### config.mk
export PLATFORM = sky130hd
export DESIGN_NAME = reg_skid_stage
export DESIGN_NICKNAME = d
export VERILOG_FILES = /design/src/rtl/reg_skid_stage.sv
export SDC_FILE = /design/constraint.sdc
export NUM_CORES = 1
export LEC_CHECK = 0
export CORE_UTILIZATION = 30
export CTS_CLUSTER_DIAMETER = 80
export CTS_CLUSTER_SIZE = 28
export DETAILED_ROUTE_END_ITERATION = 10
export PLACE_DENSITY_LB_ADDON = 0.08
export SYNTH_ARGS = -nofsm -noshare
export SYNTH_HDL_FRONTEND = slang
export SYNTH_SLANG_ARGS = --single-unit
### constraint.sdc
create_clock -name clk -period 2.2 [get_ports clk]
set_input_delay 0.44 -clock clk [delete_from_list [all_inputs] [get_ports clk]]
set_output_delay 0.44 -clock clk [all_outputs]
set_load 0.03 [all_outputs]
### src/rtl/reg_skid_stage.sv
// Registered valid/ready skid buffer (main + skid word) with flop-driven s_ready/m_valid.
// Optional transfer counter enabled by defining SKID_XFER_COUNT_EN.
module reg_skid_stage #(
    parameter int WIDTH   = 32,
    parameter int COUNT_W = 16
) (
    input  logic               clk,
    input  logic               rst_n,
    input  logic               flush,
    input  logic               s_valid,
    output logic               s_ready,
    input  logic [WIDTH-1:0]   s_data,
    output logic               m_valid,
    input  logic               m_ready,
    output logic [WIDTH-1:0]   m_data
`ifdef SKID_XFER_COUNT_EN
    ,
    output logic [COUNT_W-1:0] xfer_count
`endif
);

    typedef enum logic [1:0] {
        EMPTY = 2'd0,
        BUSY  = 2'd1,
        FULL  = 2'd2
    } state_t;

    state_t           state_q, state_d;
    logic [WIDTH-1:0] main_p0, main_d;
    logic [WIDTH-1:0] skid_p0, skid_d;
    logic             m_valid_p0, s_ready_p0;
    logic             s_fire, m_fire;

    assign s_fire  = s_valid & s_ready_p0;
    assign m_fire  = m_valid_p0 & m_ready;
    assign s_ready = s_ready_p0;
    assign m_valid = m_valid_p0;
    assign m_data  = main_p0;

    always_comb begin
        state_d = state_q;
        main_d  = main_p0;
        skid_d  = skid_p0;
        if (flush) begin
            state_d = EMPTY;
            main_d  = '0;
            skid_d  = '0;
        end else begin
            unique case (state_q)
                EMPTY: begin
                    if (s_fire) begin
                        state_d = BUSY;
                        main_d  = s_data;
                    end
                end
                BUSY: begin
                    if (s_fire && !m_fire) begin
                        state_d = FULL;
                        skid_d  = s_data;
                    end else if (!s_fire && m_fire) begin
                        state_d = EMPTY;
                    end else if (s_fire && m_fire) begin
                        main_d  = s_data;
                    end
                end
                FULL: begin
                    // s_ready is low here, so only the consumer side can move
                    if (m_fire) begin
                        state_d = BUSY;
                        main_d  = skid_p0;
                    end
                end
                default: begin
                    state_d = EMPTY;
                end
            endcase
        end
    end

    // Handshake outputs are registered from the next state so neither has a comb path
    always_ff @(posedge clk or negedge rst_n) begin
        if (!rst_n) begin
            state_q    <= EMPTY;
            m_valid_p0 <= 1'b0;
            s_ready_p0 <= 1'b1;
            main_p0    <= '0;
            skid_p0    <= '0;
        end else begin
            state_q    <= state_d;
            m_valid_p0 <= (state_d != EMPTY);
            s_ready_p0 <= (state_d != FULL);
            main_p0    <= main_d;
            skid_p0    <= skid_d;
        end
    end

`ifdef SKID_XFER_COUNT_EN
    // Counts completed output transfers; flush does not clear it
    always_ff @(posedge clk or negedge rst_n) begin
        if (!rst_n) begin
            xfer_count <= '0;
        end else if (m_fire) begin
            xfer_count <= xfer_count + 1'b1;
        end
    end
`endif

endmodule

Word-level counts from Yosys, hierarchy flattened
Index checks and enable logic that the tools add are counted.
{ "totals": {"elab_cells": 43, "in_bits": 37, "out_inout_bits": 34, "reg_bits": 68} }
{ "op_classes": {"n_eq_ne": 8, "n_bitwise": 2, "n_reduce_logical": 12, "muxes": 16} }
{ "op_table": {"columns": ["op", "count"], "rows": [
  ["32-bit 2-to-1 mux", 9],
  ["32-bit case mux with 3 select lines", 1],
  ["3-bit != test (second input constant)", 5],
  ["2-bit 2-to-1 mux", 5],
  ["2-bit case mux with 3 select lines", 1],
  ["6-bit AND reduction", 1],
  ["2-bit nonzero test", 3],
  ["4-bit nonzero test", 1],
  ["1-bit logical AND", 3],
  ["1-bit bitwise AND", 2],
  ["2-bit by 1-bit equality test with 1-bit output (second input constant)", 1],
  ["2-bit equality test (second input constant)", 1],
  ["1-bit zero test", 2],
  ["2-bit zero test", 1],
  ["2-bit != test (second input constant)", 1],
  ["2-bit AND reduction", 1]
]} }

Depth between registers and ports, before layout
Gate-level depths: netlist (run 1).
{ "depth": {"ltp_word": 8, "mapped_depth": 5, "mapped_depth_nobuf": 3} }

Worst setup path before layout (run 1)
Ideal clock, no wire load.
{ "synth_timing": {"kind": "flip-flop to flip-flop", "from": "register m_valid_p0 (netlist: m_valid)", "to": "register main_p0[29] (netlist: m_data[29])", "arrival_ns": 1.557, "setup_time_ns": 0.142, "required_ns": 2.058, "period_less_slack_ns": 1.699, "stages_incl_launch_ff": 6, "path_buffers": 2, "setup_slack_ns": 0.501, "path_cell_list": "dfrtp_1 > and4_1 > buf_6 > clkbuf_1 > a2111oi_1 > a311oi_2"} }
{ "synth_between": {"elab_chain_len": 5, "word_cells_on_any_way": 10, "classes_between": "eq/ne: 4; bitwise: 1; reduce/logical: 5"} }
{ "synth_rtl": {"columns": ["item", "line_no", "rtl"], "rows": [
  ["start: declaration", "31", "logic m_valid_p0, s_ready_p0;"],
  ["start signal: assignment", "90", "m_valid_p0 <= (state_d != EMPTY);"],
  ["1-bit bitwise AND *", "35", "assign m_fire = m_valid_p0 & m_ready;"],
  ["1-bit zero test", "57", "if (s_fire && !m_fire) begin"],
  ["1-bit logical AND", "57", null],
  ["3-bit != test (no source line)", null, null],
  ["6-bit AND reduction (no source line) *", null, null],
  ["end signal: assignment", "92", "main_p0 <= main_d;"],
  ["end: declaration", "29", "logic [WIDTH-1:0] main_p0, main_d;"]
]} }
Every way passes the cells marked *; elsewhere a longest branch is shown, timed or not.
A chain may end at the register's enable or synchronous reset.

Worst setup path after layout (run 1)
{ "layout_timing": {"from": "register s_ready_p0 (netlist: s_ready)", "to": "output s_ready"} }
{ "layout_rtl": {"columns": ["item", "line_no", "rtl"], "rows": [
  ["start: declaration", "31", null],
  ["start signal: assignment", "91", "s_ready_p0 <= (state_d != FULL);"],
  ["end: declaration", "11", "output logic s_ready,"]
]} }
No word-level cell between the ends.

==> metrics.csv, run 1 <==
metric,value,unit
GRT Util Overall,0.171,
status,"finished, violations left",
fillers,1152,
I/O Pins,71,
measured slew at the worst slew-check pin,0.457,ns
Peak VDD IR,0.380,mV
Peak Freq,0.497,GHz
clk root buf,clkbuf_16,
Yosys warnings,0,
CP max stage delay,0.68,ns
Setup CP Type,flop to primary output,
CP endpoint kind,primary output,
slowest CP cell,clkdlybuf4s50_1,
DRT antenna net count,0,
total of max-cap violations,0,
Num CTS Buffers,9,
pin count of the biggest net entering global routing,100,
Bufs on Longest Clock Path,2,
global placement routability congestion,0.699,
Tcrit/Tclk final,0.914,
wire length per cell,18.3,microns
area delta synth->final,33.7,%
minimum clock period,2.01,ns
Post-Syn Area per Cell,10.2,sq um
Yosys top cell area share,0.471,
Synth Register Bits,68,
"Reg clk slew, reported paths",0.06,ns
Residual DRC,12,
Unique masters post-synth,27,
core area,11500,sq um
port bufs,70,
most common library cells after synthesis,"dfrtp_1, nand2_1, nand2b_1",
hold-fix buffers at CTS,0,
HP Class,primary input to asynchronous set/reset pin,
die height,111,microns
HPWL Detailed,6110,microns
Vias,2937,
Worst Path Buf+Inv,1,
RSZ-0062 raised after global routing,no,
Num Clock Sinks,68,
LEAKAGE,0.00189,uW
latest clock arrival within the worst-skew pair,0.32,ns
top flip-flop cell by instance count after synthesis,dfrtp_1,
share of cells above drive strength 1,0.0898,
Row Count,39,
Die Footprint,12300,sq um
top cell type by total area after synthesis,dfrtp_1,
"Seq/Total Area, Yosys",0.478,
Post-synth ARST share,1.00,
Final Setup Violations,0,
Required @ worst endpoint,1.76,ns
post-CTS sizing,0,
Pwr per Cell Area,803,nW/um^2
crit start category,flop,
CP max FO,7,
Area contributors post-synth,"dfrtp_1, nand2b_1, mux2i_1",
fin. max-slew vios,0,
"Hold Violations, Final",0,
post-place setup slack,0.0554,ns
most frequent cell after synthesis,dfrtp_1,
DRT Wirelength,10200,microns
Mapped Area,3560,sq um
first-pass GRT wire length,16600,microns
failing checks,DRC,
diode count,0,
CP arrival,1.57,ns
"critical path, cell by cell",clkdlybuf4s50_1,
syn nets,388,
grt ovf,0,
Vias/cell,5.29,
initial core utilization,0.309,
CTS tree,done,
detailed-router iteration count before antenna repair,7,
number of flops mapped to enable cells by yosys,0,
Final Skew,0.00777,ns
post-CTS repair timing setup buffer count,0,
vias in the first global route,2975,
Layout Nets,446,
CTS H-tree lvls,3,
Fin Setup TNS,0,ns
initial drt markers,140,
critical path's top delay family,buffers and inverters,
Worst slew margin,0.688,
Die X,111,microns
antenna violations before repair,0,
Mapped Cells,351,
fin worst setup slack,0.190,ns
-- routing by layer --
layer  routed length [microns]  track usage
met1                      5080        0.241
met2                      4690        0.269
met3                       338       0.0410
met4                        57       0.0329
met5                         0            0
-- cells in the final DEF (no fill, tap or decap), types with 2 or more instances in the layout --
| cell type | Yosys | routed |
|---|---|---|
| clkbuf_8 | 0 | 4 |
| mux2i_1 | 32 | 32 |
| a2111oi_0 | 31 | 31 |
| clkbuf_16 | 0 | 9 |
| a21oi_1 | 4 | 4 |
| inv_1 | 2 | 2 |
| clkdlybuf4s50_1 | 0 | 68 |
| dfrtp_1 | 67 | 67 |
| buf_4 | 0 | 10 |
| nand2b_1 | 65 | 65 |
| a311oi_1 | 31 | 31 |
| nand2_1 | 65 | 65 |
| buf_12 | 0 | 6 |
-- cell type report --
class / instances / area (sq um) / area share
clock buffers: 13 / 280 / 0.0588
repair buffers: 85 / 881 / 0.185
clock inverters: 1 / 30.0 / 0.00630
well taps: 143 / 179 / 0.0375
flip-flops and latches: 68 / 1700 / 0.357
inverters: 2 / 7.51 / 0.00158
multi-input cells: 243 / 1690 / 0.354
-- logic make-up (layout without fill, tap and decap cells) --
| group | Yosys count | in the layout | share of synthesized area |
|---|---|---|---|
| AO/OA/AOI/OAI | 74 | 74 | 0.181 |
| flip-flops | 68 | 68 | 0.478 |
| buffers and inverters | 40 | 101 | 0.0520 |
| AND/OR/NAND/NOR | 137 | 137 | 0.199 |
| multiplexers | 32 | 32 | 0.0899 |
-- metrics by stage --
stage          std cells  instance area [sq um]  utilization  hold WS [ns]  power (uW)
6_report             555                   4770        0.414        0.0708        3830
4_1_cts              555                   4770        0.414        0.0818        3880
3_5_place_dp         541                   4460        0.387         0.429        2360
2_1_floorplan        351                   3560            -         0.144        1950
3_3_place_gp         541                   4460        0.387         0.430        2360
5_1_grt              555                   4770        0.414        0.0909        4000
-- where the power goes --
group | internal [uW] | leakage (uW) | switching (uW) | total [uW]
clock network | 989 | 0.000154 | 507 | 1500
logic | 386 | 0.000828 | 498 | 884
registers | 1360 | 0.000911 | 82.4 | 1450
-- path summary, 6_finish.rpt --
kind,to,slack [ns],start,cells after the start
min,m_data[29],0.07,rst_n,1
min in group clk,skid_p0[18],0.54,skid_p0[18],2
min reg2reg,skid_p0[18],0.54,skid_p0[18],2
max reg2reg,m_data[12],0.52,m_valid,4
max,s_ready,0.19,s_ready,1
max in group asynchronous,m_data[4],1.57,rst_n,2
-- sequential cells by signal, summed over array words and instances, names as in the netlist --
name     count
state_q      2
m_valid      1
skid_p0     32
m_data      32
s_ready      1
(Power assumes the default switching activity.)
==> run 2: changes to the inputs <==
--- a/config.mk
+++ b/config.mk
@@ -9,6 +9,7 @@
 export CTS_CLUSTER_DIAMETER = 80
 export CTS_CLUSTER_SIZE = 28
 export DETAILED_ROUTE_END_ITERATION = 10
+export GPL_TIMING_DRIVEN = 0
 export PLACE_DENSITY_LB_ADDON = 0.08
 export SYNTH_ARGS = -nofsm -noshare
 export SYNTH_HDL_FRONTEND = slang
==> run 2 against run 1 <==
  * The run still ends with DRC left
  * Total power shrank 0.40%
  * Clock skew fell by 0.0015 ns
  * Cell count grew 4.5%
  * First-iteration DRC count rose by 29%
  * Maximum frequency is 3.1% lower
  * Sequential cell count unchanged
  * Via count is 3.2% higher
==> metrics.csv, run 2 (synthesis results as in run 1) <==
metric,value,unit,change
Vias/cell,5.23,,was 5.29
diode count,0,,unchanged
"most common cell after layout, fill and taps aside",clkdlybuf4s50_1,,unchanged
reg2reg start,s_ready,,was m_valid
Die Footprint,12300,sq um,unchanged
worst-case reg-to-reg path depth,5,,was 4
area delta synth->final,33.5,%,was 33.7%
pin count of the biggest net entering global routing,38,,was 100
HPWL Detailed,7050,microns,was 6110 microns
crit path launch,m_ready,,was s_ready
DRT Wirelength,10800,microns,was 10200 microns
fin worst setup slack,0.126,ns,was 0.190 ns
grt ovf,0,,unchanged
LEAKAGE,0.00188,uW,was 0.00189 uW
HP Class,primary input to asynchronous set/reset pin,,unchanged
Num Clock Sinks,68,,unchanged
global routing usage on met3,0.0432,,was 0.0410
measured slew at the worst slew-check pin,0.587,ns,was 0.457 ns
post-place setup slack,-0.227,ns,was 0.0554 ns
detailed-router iteration count before antenna repair,7,,unchanged
CP max FO,10,,was 7
worst reg-to-reg setup slack,0.25,ns,was 0.52 ns
initial core utilization,0.309,,unchanged
clk root buf,clkbuf_16,,unchanged
"Hold Violations, Final",0,,unchanged
latest clock arrival within the worst-skew pair,0.33,ns,was 0.32 ns
global placement routability congestion,0.722,,was 0.699
RSZ-0062 raised after global routing,no,,unchanged
failing checks,DRC,,unchanged
crit start category,primary input,,was flop
"Reg clk slew, reported paths",0.06,ns,about the same
Residual DRC,13,,was 12
Die X,111,microns,unchanged
Num CTS Buffers,9,,unchanged
Worst slew margin,0.609,,was 0.688
Finished Core Util,0.413,,was 0.414
Row Count,39,,unchanged
post-CTS repair timing setup buffer count,0,,unchanged
vias in the first global route,3088,,was 2975
Layout Nets,469,,was 446
Vias,3032,,was 2937
core area,11500,sq um,unchanged
status,"finished, violations left",,unchanged
Peak VDD IR,0.417,mV,was 0.380 mV
fin. max-slew vios,0,,unchanged
CTS H-tree lvls,3,,unchanged
port bufs,69,,was 70
Peak Freq,0.482,GHz,was 0.497 GHz
met2 Use GR,0.286,,was 0.269
I/O Pins,71,,unchanged
Final Setup Violations,0,,unchanged
initial drt markers,181,,was 140
die height,111,microns,unchanged
grt met1 use,0.264,,was 0.241
Setup CP Type,primary input to flop,,was flop to primary output
Pwr per Cell Area,801,nW/um^2,was 803 nW/um^2
Final Skew,0.00630,ns,was 0.00777 ns
Tcrit/Tclk final,0.943,,was 0.914
CTS tree,done,,unchanged
post-layout instance area,4760,sq um,was 4770 sq um
total of max-cap violations,0,,unchanged
antenna violations before repair,0,,unchanged
share of cells above drive strength 1,0.0732,,was 0.0898
crit path to,m_data[5],,was s_ready
wire length per cell,18.5,microns,was 18.3 microns
minimum clock period,2.07,ns,was 2.01 ns
Required @ worst endpoint,2.43,ns,was 1.76 ns
dpl cell area,4450,sq um,was 4460 sq um
CP arrival,2.31,ns,was 1.57 ns
most frequent cells in the layout,"clkdlybuf4s50_1, dfrtp_1, nand2b_1, nand2_1, mux2i_1",,unchanged
DRT antenna net count,0,,unchanged
Bufs on Longest Clock Path,2,,unchanged
first-pass GRT wire length,17600,microns,was 16600 microns
r2r endpoint,m_data[5],,was m_data[12]
GR peak layer,met2,,unchanged
CP endpoint kind,flop,,was primary output
GRT Util Overall,0.186,,was 0.171
total power,3810,uW,was 3830 uW
run 2: changes by cell type in the layout (fill, tap and decap cells not counted), sizes merged:
cell,delta
buf,-7
clkbuf,+29
clkinv,+2
clkinvlp,+1
run 2: how the worst min path moves through the flow:
stage	end	cells past startpoint	from	slack, ns
2_1_floorplan	m_data[0]	0	rst_n	0.14
4_1_cts	skid_p0[31]	1	rst_n	0.07
6_report	m_data[31]	1	rst_n	0.05
3_3_place_gp	skid_p0[26]	2	skid_p0[26]	0.53
5_1_grt	state_q[0]	1	rst_n	0.08
3_5_place_dp	state_q[0]	1	rst_n	0.42
run 2: layout make-up:
class / count / area (sq um)
Fill cell: 1150 / 6760
Sequential cell: 68 / 1700
Multi-Input combinational cell: 243 / 1680
Timing Repair Buffer: 70 / 708
Clock buffer: 12 / 256
Buffer: 38 / 180
Tap cell: 143 / 179
Clock inverter: 4 / 47.5
Inverter: 2 / 7.51
run 2: critical path, stage by stage:
cell	delay, ns
clkdlybuf4s50_1	0.58
and4_1	0.26
buf_6	0.14
clkbuf_1	0.40
a2111oi_0	0.22
a311oi_1	0.27
run 2: what timing repair did:
item,CTS,global route
setup endpoints to repair,0,4
resized for setup,0,4
hold buffers,0,0
run 2: per-stage QoR:
stage / hold slack (ns) / instances / setup TNS [ns]
after floorplan: 0.144 / 351 / 0
after global placement: 0.529 / 563 / -136.21
after detailed placement: 0.425 / 564 / -5.04
after CTS: 0.0700 / 580 / 0
after global routing: 0.0829 / 580 / 0
final: 0.0550 / 580 / 0
run 2: where the power goes:
group	internal (uW)	switching (uW)
registers	1360	75.4
clock network	936	547
logic	377	512
total	2680	1130
run 2: per-layer routing:
metal | share of wire | vias to the layer above
met4 | 0.0080 | 0
li1 | - | 1444
met3 | 0.044 | 8
met5 | 0 | -
met1 | 0.49 | 1502
met2 | 0.45 | 78
==> run 3: changes to the inputs <==
--- a/config.mk
+++ b/config.mk
@@ -5,11 +5,11 @@
 export SDC_FILE = /design/constraint.sdc
 export NUM_CORES = 1
 export LEC_CHECK = 0
+export CORE_MARGIN = 4
 export CORE_UTILIZATION = 30
 export CTS_CLUSTER_DIAMETER = 80
 export CTS_CLUSTER_SIZE = 28
 export DETAILED_ROUTE_END_ITERATION = 10
-export GPL_TIMING_DRIVEN = 0
 export PLACE_DENSITY_LB_ADDON = 0.08
 export SYNTH_ARGS = -nofsm -noshare
 export SYNTH_HDL_FRONTEND = slang
==> run 3 against run 2 <==
  * Largest cell class unchanged
  * Non-clock buffer count down 21
  * Wire length down 4.3%
  * The run now ends clean
  * Total power down 4.3%
==> metrics.csv, run 3 (synthesis results as in run 1) <==
metric,value,unit,change
Peak Freq,0.495,GHz,was 0.482 GHz
post-place setup slack,0.00358,ns,was -0.227 ns
CP endpoint kind,primary output,,was flop
vias in the first global route,2943,,was 3088
diode count,0,,unchanged
Clock power frac,0.363,,was 0.389
P_int,2530,uW,was 2680 uW
reg2reg start,m_valid,,was s_ready
RSZ-0062 raised after global routing,no,,unchanged
detailed-router iteration count before antenna repair,4,,was 7
Pwr per Cell Area,775,nW/um^2,was 801 nW/um^2
Final Setup Violations,0,,unchanged
pin count of the biggest net entering global routing,100,,was 38
most frequent cells in the layout,"clkdlybuf4s50_1, dfrtp_1, nand2b_1, nand2_1, mux2i_1",,unchanged
total of max-cap violations,0,,unchanged
wire length per cell,18.4,microns,was 18.5 microns
Vias,2970,,was 3032
DRT Wirelength,10300,microns,was 10800 microns
HP Class,primary input to asynchronous set/reset pin,,unchanged
crit start category,flop,,was primary input
Layout Nets,448,,was 469
CTS H-tree lvls,3,,unchanged
initial core utilization,0.309,,unchanged
Worst Path Buf+Inv,1,,was 3
Setup CP Type,flop to primary output,,was primary input to flop
r2r endpoint,m_data[14],,was m_data[5]
"most common cell after layout, fill and taps aside",clkdlybuf4s50_1,,unchanged
critical path's top delay family,buffers and inverters,,unchanged
status,"finished, final reports clean",,"was finished, violations left"
LEAKAGE,0.00187,uW,was 0.00188 uW
global placement routability congestion,0.719,,was 0.722
latest clock arrival within the worst-skew pair,0.33,ns,about the same
Num CTS Buffers,9,,unchanged
grt ovf,0,,unchanged
GRT Util Overall,0.157,,was 0.186
total power,3650,uW,was 3810 uW
fin worst setup slack,0.178,ns,was 0.126 ns
post-CTS sizing,0,,unchanged
"critical path, cell by cell",clkdlybuf4s50_1,,"was clkdlybuf4s50_1, and4_1, buf_6, clkbuf_1, a2111oi_0, a311oi_1"
Bufs on Longest Clock Path,2,,unchanged
die height,117,microns,was 111 microns
port bufs,70,,was 69
Tcrit/Tclk final,0.919,,was 0.943
HPWL Detailed,6380,microns,was 7050 microns
Required @ worst endpoint,1.76,ns,was 2.43 ns
"Hold Violations, Final",0,,unchanged
Die X,117,microns,was 111 microns
Worst slew margin,0.673,,was 0.609
share of cells above drive strength 1,0.0889,,was 0.0732
Fin Setup TNS,0,ns,unchanged
Row Count,39,,unchanged
minimum clock period,2.02,ns,was 2.07 ns
sw frac,0.306,,was 0.298
Num Clock Sinks,68,,unchanged
"Reg clk slew, reported paths",0.06,ns,about the same
antenna violations before repair,0,,unchanged
area delta synth->final,32.2,%,was 33.5%
worst-case reg-to-reg path depth,4,,was 5
Residual DRC,0,,was 13
P_sw,1120,uW,was 1130 uW
cell count along the critical path,1,,was 6
CP arrival,1.58,ns,was 2.31 ns
hold-fix buffers at CTS,0,,unchanged
CTS tree,done,,unchanged
I/O Pins,71,,unchanged
combinational share of power,0.241,,was 0.233
initial drt markers,276,,was 181
fin. max-slew vios,0,,unchanged
Final Skew,0.00623,ns,was 0.00630 ns
measured slew at the worst slew-check pin,0.490,ns,was 0.587 ns
Peak VDD IR,0.308,mV,was 0.417 mV
first-pass GRT wire length,16600,microns,was 17600 microns
CP max FO,7,,was 10
worst reg-to-reg setup slack,0.50,ns,was 0.25 ns
clk root buf,clkbuf_16,,unchanged
Seq pwr share,0.396,,was 0.378
final instance count without filler cells,559,,was 580
post-CTS repair timing setup buffer count,0,,unchanged
core area,11500,sq um,unchanged
DRT antenna net count,0,,unchanged
CP max stage delay,0.68,ns,was 0.58 ns
Cell Count Post-Placement,543,,was 564
slowest CP cell,clkdlybuf4s50_1,,unchanged
Die Footprint,13700,sq um,was 12300 sq um
Vias/cell,5.31,,was 5.23
==> run 3: final cells by class <==
class	instances	area (sq um)
flip-flops and latches	68	1700
clock buffers	14	254
multi-input cells	243	1690
repair buffers	87	871
fillers	1142	6810
clock inverters	2	10.0
inverters	2	7.51
well taps	143	179
==> run 3: power groups by stage <==
stage	logic [uW]	registers, uW	clock network (uW)
2_1_floorplan	345	1610	0
3_3_place_gp	880	1470	0
3_5_place_dp	887	1470	0
4_1_cts	888	1450	1370
5_1_grt	952	1460	1420
6_report	878	1440	1330
==> run 3: metal layers <==
metal / part of all wire / routed length, microns / GRT usage
met5: 0 / 0 / 0
met4: 0.010 / 108 / 0.0413
met3: 0.038 / 390 / 0.0334
met2: 0.44 / 4540 / 0.229
met1: 0.51 / 5260 / 0.235
==> run 3: stage by stage <==
step	utilization	instance area [sq um]	hold slack, ns
floorplan	-	3560	0.144
global placement	0.386	4450	0.439
detailed placement	0.386	4450	0.437
CTS	0.409	4710	0.0849
global route	0.409	4710	0.108
finish	0.409	4710	0.0706
==> run 3: worst register-to-register path: cells and delay by family, from the launching register on <==
kind,cells,cell delay [ns]
DFF,1,0.47
AOI/OAI and AO/OA,2,0.59
buffers and inverters,1,0.22
and+or+nand+nor,1,0.27
==> run 3: worst max-delay path by stage <==
stage	start	to	slack, ns
floorplan	m_valid	m_data[29]	0.50
global placement	m_ready	m_data[14]	0.04
detailed placement	m_ready	m_data[10]	0.004
CTS	s_ready	s_ready	0.16
global route	s_ready	s_ready	0.14
finish	s_ready	s_ready	0.18
